$ cat config.mk
export PLATFORM = sky130hd
export DESIGN_NAME = pipe_stage_reg
export DESIGN_NICKNAME = d
export VERILOG_FILES = /design/src/rtl/pipe_stage_reg.sv
export SDC_FILE = /design/constraint.sdc
export NUM_CORES = 1
export LEC_CHECK = 0
export ABC_AREA = 1
export BUFFER_PORTS_ARGS = -buffer_cell sky130_fd_sc_hd__buf_4
export CAP_MARGIN = 30
export CORE_UTILIZATION = 40
export DETAILED_ROUTE_END_ITERATION = 12
export HOLD_SLACK_MARGIN = 0.12
export PLACE_DENSITY_LB_ADDON = 0.08
export SETUP_SLACK_MARGIN = 0.5
export SLEW_MARGIN = 20
export SYNTH_ARGS = -nofsm -noshare
export SYNTH_HDL_FRONTEND = slang
export SYNTH_SLANG_ARGS = --single-unit
$ cat constraint.sdc
create_clock -name clk -period 2.8 [get_ports clk]
set_clock_uncertainty 0.1 [all_clocks]
set_input_delay 0.14 -clock clk [delete_from_list [all_inputs] [get_ports clk]]
set_output_delay 0.14 -clock clk [all_outputs]
set_load 0.01 [all_outputs]
$ cat src/rtl/pipe_stage_reg.sv
// ---------------------------------------------------------------------------
// pipe_stage_reg
//
// Generic pipeline stage register for an in-order CPU pipeline. It carries
// one instruction slot: its instruction word, PC, NCH packed data channels,
// an opaque control bundle, the register numbers and the Tnew hazard
// counter. The stage can load, hold (stall) or be loaded with a bubble
// (flush). It also keeps a saturating count of bubbles loaded since reset.
//
// Parameters
//   DW               width of Instr, PC and each data channel
//   NCH              number of DW-bit data channels
//   CW               width of the opaque control bundle
//   AW               register-address width
//   TW               Tnew width
//   KEEP_PC_ON_FLUSH 1 = a flush loads PC_i into PC_o, 0 = a flush clears PC_o
//   DEC_ON_HOLD      1 = a held Tnew keeps counting down, 0 = it is frozen
//
// Ports
//   clk, reset            clock and synchronous active-high reset
//   stall, flush          hold contents / load a bubble (flush wins)
//   RegWrite_i/_o         GRF write enable
//   Ctrl_i/_o             control bundle
//   Instr_i/_o, PC_i/_o   instruction word and address
//   Data_i/_o             packed channels, channel k at [k*DW +: DW]
//   A1/A2/A3_i/_o         source and destination register numbers
//   Tnew_i/_o             cycles until the result is available
//   Valid_o               1 = real instruction, 0 = bubble
//   Bubbles_o             saturating count of bubbles loaded since reset
// ---------------------------------------------------------------------------
module pipe_stage_reg #(
   parameter int DW               = 32,
   parameter int NCH              = 2,
   parameter int CW               = 6,
   parameter int AW               = 5,
   parameter int TW               = 3,
   parameter int KEEP_PC_ON_FLUSH = 1,
   parameter int DEC_ON_HOLD      = 0
) (
   input  logic              clk,
   input  logic              reset,
   input  logic              stall,
   input  logic              flush,
   input  logic              RegWrite_i,
   input  logic [CW-1:0]     Ctrl_i,
   input  logic [DW-1:0]     Instr_i,
   input  logic [DW-1:0]     PC_i,
   input  logic [NCH*DW-1:0] Data_i,
   input  logic [AW-1:0]     A1_i,
   input  logic [AW-1:0]     A2_i,
   input  logic [AW-1:0]     A3_i,
   input  logic [TW-1:0]     Tnew_i,
   output logic              RegWrite_o,
   output logic [CW-1:0]     Ctrl_o,
   output logic [DW-1:0]     Instr_o,
   output logic [DW-1:0]     PC_o,
   output logic [NCH*DW-1:0] Data_o,
   output logic [AW-1:0]     A1_o,
   output logic [AW-1:0]     A2_o,
   output logic [AW-1:0]     A3_o,
   output logic [TW-1:0]     Tnew_o,
   output logic              Valid_o,
   output logic [15:0]       Bubbles_o
);

   // Countdown that stops at zero instead of wrapping.
   function automatic logic [TW-1:0] tnew_dec(input logic [TW-1:0] t);
      return (t == '0) ? '0 : t - TW'(1);
   endfunction

   // Bubble counter increment that sticks at all-ones.
   function automatic logic [15:0] bub_inc(input logic [15:0] b);
      return (b == 16'hFFFF) ? b : b + 16'd1;
   endfunction

   // Initialisers give the post-reset values from power-up onward.
   logic              regwrite_q = 1'b0;
   logic [CW-1:0]     ctrl_q     = '0;
   logic [DW-1:0]     instr_q    = '0;
   logic [DW-1:0]     pc_q       = '0;
   logic [NCH*DW-1:0] data_q     = '0;
   logic [AW-1:0]     a1_q       = '0;
   logic [AW-1:0]     a2_q       = '0;
   logic [AW-1:0]     a3_q       = '0;
   logic [TW-1:0]     tnew_q     = '0;
   logic              valid_q    = 1'b0;
   logic [15:0]       bubbles_q  = '0;

   logic              regwrite_d;
   logic [CW-1:0]     ctrl_d;
   logic [DW-1:0]     instr_d;
   logic [DW-1:0]     pc_d;
   logic [NCH*DW-1:0] data_d;
   logic [AW-1:0]     a1_d;
   logic [AW-1:0]     a2_d;
   logic [AW-1:0]     a3_d;
   logic [TW-1:0]     tnew_d;
   logic              valid_d;
   logic [15:0]       bubbles_d;

   // Next-state selection: flush > stall > load (reset handled in the register).
   always_comb begin
      regwrite_d = regwrite_q;
      ctrl_d     = ctrl_q;
      instr_d    = instr_q;
      pc_d       = pc_q;
      data_d     = data_q;
      a1_d       = a1_q;
      a2_d       = a2_q;
      a3_d       = a3_q;
      tnew_d     = tnew_q;
      valid_d    = valid_q;
      bubbles_d  = bubbles_q;

      if (flush) begin
         regwrite_d = 1'b0;
         ctrl_d     = '0;
         instr_d    = '0;
         pc_d       = (KEEP_PC_ON_FLUSH != 0) ? PC_i : '0;
         data_d     = '0;
         a1_d       = '0;
         a2_d       = '0;
         a3_d       = '0;
         tnew_d     = '0;
         valid_d    = 1'b0;
         bubbles_d  = bub_inc(bubbles_q);
      end else if (!stall) begin
         // A write to register 0 is architecturally void: it must neither
         // write the GRF nor look like a pending producer to hazard logic.
         regwrite_d = RegWrite_i && (A3_i != '0);
         ctrl_d     = Ctrl_i;
         instr_d    = Instr_i;
         pc_d       = PC_i;
         data_d     = Data_i;
         a1_d       = A1_i;
         a2_d       = A2_i;
         a3_d       = A3_i;
         tnew_d     = (A3_i == '0) ? '0 : tnew_dec(Tnew_i);
         valid_d    = 1'b1;
      end else if (DEC_ON_HOLD != 0) begin
         tnew_d     = tnew_dec(tnew_q);
      end
   end

   always_ff @(posedge clk) begin
      if (reset) begin
         regwrite_q <= 1'b0;
         ctrl_q     <= '0;
         instr_q    <= '0;
         pc_q       <= '0;
         data_q     <= '0;
         a1_q       <= '0;
         a2_q       <= '0;
         a3_q       <= '0;
         tnew_q     <= '0;
         valid_q    <= 1'b0;
         bubbles_q  <= '0;
      end else begin
         regwrite_q <= regwrite_d;
         ctrl_q     <= ctrl_d;
         instr_q    <= instr_d;
         pc_q       <= pc_d;
         data_q     <= data_d;
         a1_q       <= a1_d;
         a2_q       <= a2_d;
         a3_q       <= a3_d;
         tnew_q     <= tnew_d;
         valid_q    <= valid_d;
         bubbles_q  <= bubbles_d;
      end
   end

   assign RegWrite_o = regwrite_q;
   assign Ctrl_o     = ctrl_q;
   assign Instr_o    = instr_q;
   assign PC_o       = pc_q;
   assign Data_o     = data_q;
   assign A1_o       = a1_q;
   assign A2_o       = a2_q;
   assign A3_o       = a3_q;
   assign Tnew_o     = tnew_q;
   assign Valid_o    = valid_q;
   assign Bubbles_o  = bubbles_q;

endmodule

==> impl_metrics.py <==
metrics = {
    "clock_network": {
        "clockRootBuffer": "clkbuf_16",
        "cts.sinks": 170,
        "cts_buffer_depth": 2,
        "clkSlewWorstSetupHoldPaths_ns": 0.06,
        "insertion_delay_ns": 0.43,
        "htreeDepth": 4,
        "ctsResizeCount": 0,
        "cts_tree": "yes",
        "cts_buffers": 17,
        "post_cts.repair.setup_buffers": 0,
    },
    "timing": {
        "min_period_over_period_pct": 63.38,
        "finalSetupViolCount": 0,
        "worst_pin_slew_ns": 0.7741,
        "max_freq_mhz": 563.5,
        "period_needed_ns": 1.775,
        "slew_viol_final": 0,
        "slew_headroom_pct": 48.39,
        "finalSetupTns_ns": 0,
        "setup_slack_ns": 1.025,
        "rsz0062_at_grt": "no",
        "hold_viol": 0,
    },
    "global_routing": {
        "grt_max_degree": 101,
        "grt_pass1_vias": 6606,
        "track_usage_pct": 25.74,
        "grt_first_pass_wirelength_um": 32660,
        "overflow": 0,
        "grt_antenna_before_repair": 0,
    },
    "cells_and_area": {
        "utilization_pct": 71.90,
        "nFillCells": 1156,
        "layout-drive-gt1-share_pct": 29.53,
        "nNetsFinal": 1442,
        "stdcell_area_sq_um": 10930,
        "syn_to_final_growth_pct": 75.18,
        "diodes": 0,
    },
    "yosys": {
        "syn_nets": 984,
        "synth_ff_type": "dfxtp_1",
        "yosys-top-cells-area": "dfxtp_1 55%, nand2_1 17%, a21oi_1 10%",
        "synth_top_area_cell": "dfxtp_1",
        "synth.top_cells.by_count": "282 x nand2_1, 170 x dfxtp_1, 128 x a21oi_1, 107 x nor2_1, 33 x o21ai_0",
        "synth_cells": 826,
        "synth_seq_cells": 170,
        "ys_seq_area_share_pct": 54.54,
        "ys_types": 23,
        "avgSynthCellArea_sq_um": 7.554,
        "synth_most_common_cell": "nand2_1",
        "synth_warnings": 0,
        "synth_edf_count": 0,
        "async_flop_share_pct": 0,
        "syn_area_sq_um": 6240,
        "synth_top_area_share_pct": 54.54,
    },
    "die": {
        "io-pin-count": 327,
        "die_height_um": 126.9,
        "dieWidth_um": 126.9,
        "dieArea_sq_um": 16100,
        "initial_core_util_pct": 41.05,
        "row_count": 45,
        "core-area_sq_um": 15200,
    },
    "worst_setup_path": {
        "endpoint": "Tnew_o[2]$_SDFFE_PP0N_",
        "endpoint_kind": "flop",
        "critPathKind": "primary input to flop",
        "reg2reg_depth": 6,
        "critPathLaunchType": "primary input",
        "critPathLaunch": "stall",
        "r2r_start": "Bubbles_o[0]$_SDFFE_PP0P_",
        "crit_arrival_ns": 2.03,
        "required_ns": 3.05,
        "r2r_end": "Bubbles_o[14]$_SDFFE_PP0P_",
        "critPathMaxFanout": 100,
        "r2r_slack_ns": 1.17,
    },
    "drt": {
        "wl_um": 21120,
        "vias": 6985,
        "routedWlPerCell_um": 14.22,
        "ant_nets": 0,
        "remaining_drc_errors": 0,
        "drtIter0Drc": 386,
        "first_pass_iters": 5,
        "viasPerCell": 4.704,
    },
    "placement": {
        "io_buffer_count": 326,
        "dpl_cell_area_sq_um": 8766,
        "place_ws_ns": 0.9312,
        "hpwl_um": 13180,
        "gp_congestion": 0.7945,
    },
    "power": {
        "irDropWorstVdd_uv": 393.7,
        "power_mw": 5.700,
        "power_density_nw_per_um2": 521.5,
        "cellLeakagePower_nw": 4.971,
    },
    "hold_path": {
        "hold_class": "primary input to flop",
    },
    "flow_run": {
        "max-cap-violations": 0,
    },
    "run_status": {
        "status": "complete, no violations",
    },
}
-- critical path: stages --
cell and delay [ns]:
buf_4 0.12, clkinv_2 0.28, buf_12 0.40, nand2_1 0.10
inv_1 0.13, nand3_1 0.09, dlygate4sd3_1 0.58, a21oi_1 0.12
-- cells by family after synthesis --
kind of cell	count (synthesis)	share of synthesized area, %
AND/OR/NAND/NOR	420	26.75
flip-flops	170	54.54
AO/OA/AOI/OAI	165	13.41
buffers and inverters	70	5.093
adder cells (fa/ha/maj)	1	0.2005
-- how the worst min path moves through the flow --
stage / startpoint / to / depth (start not counted)
finish: stall / Valid_o$_SDFFE_PP0N_ / 4
global placement: reset / Bubbles_o[9]$_SDFFE_PP0P_ / 2
global route: stall / Valid_o$_SDFFE_PP0N_ / 4
floorplan: reset / Bubbles_o[9]$_SDFFE_PP0P_ / 1
detailed placement: reset / Bubbles_o[9]$_SDFFE_PP0P_ / 2
CTS: stall / Valid_o$_SDFFE_PP0N_ / 4
-- power breakdown --
group	internal, mW	switching, mW	leakage (nW)
Clock	1.37	0.957	0.288
Combinational	0.464	0.352	3.29
Sequential	2.51	0.0498	1.39
Total	4.34	1.36	4.97
-- repair_timing --
| action | 4_1_cts | 5_1_grt |
|---|---|---|
| hold endpoints to repair | 158 | 0 |
| setup endpoints to repair | 0 | 0 |
| hold buffers | 157 | 0 |
-- state kept, by name, summed over array words and instances (netlist names) --
| register | count |
|---|---|
| PC_o | 32 |
| Ctrl_o | 6 |
| A3_o | 5 |
| A2_o | 5 |
| Data_o | 64 |
| RegWrite_o | 1 |
| Instr_o | 32 |
| Bubbles_o | 16 |
| A1_o | 5 |
| Tnew_o | 3 |
| Valid_o | 1 |
-- through the flow --
stage | instances | hold WS, ns
2_1_floorplan | 826 | 0.1069
3_3_place_gp | 1296 | 0.2241
3_5_place_dp | 1296 | 0.2249
4_1_cts | 1485 | 0.1802
5_1_grt | 1485 | 0.2092
6_report | 1485 | 0.1997
-- cell type report --
cell class,count,area (sq um),share of cell area [%]
multi-input cells,586,2526,23.11
flip-flops and latches,170,3403,31.14
clock buffers,23,508.0,4.647
well taps,188,235.2,2.152
clock inverters,9,85.08,0.7784
inverters,18,68.82,0.6296
repair buffers,491,4104,37.55
-- routing by layer --
layer / global-route usage (%) / vias up / wire, um
met2: 46.28 / 243 / 10650
met1: 28.26 / 3151 / 8283
met3: 7.550 / 42 / 1564
met4: 10.57 / 0 / 625
met5: 0 / - / 0
li1: - / 3549 / -
-- layout by cell type, fill, tap and decap left out, drive strengths merged --
cell / Yosys / layout
bufinv: 0 / 1
dfxtp: 170 / 170
nand2: 282 / 282
clkinvlp: 0 / 3
nand3b: 1 / 1
inv: 18 / 18
o21ai: 33 / 33
clkbuf: 23 / 23
a21oi: 129 / 129
nand3: 17 / 17
nand4: 3 / 3
a211oi: 3 / 3
nor2: 115 / 115
dlygate4sd3: 0 / 157
clkinv: 0 / 5
or2: 2 / 2
buf: 29 / 334
ha: 1 / 1
Note: power is estimated with default switching activity, not from simulation.
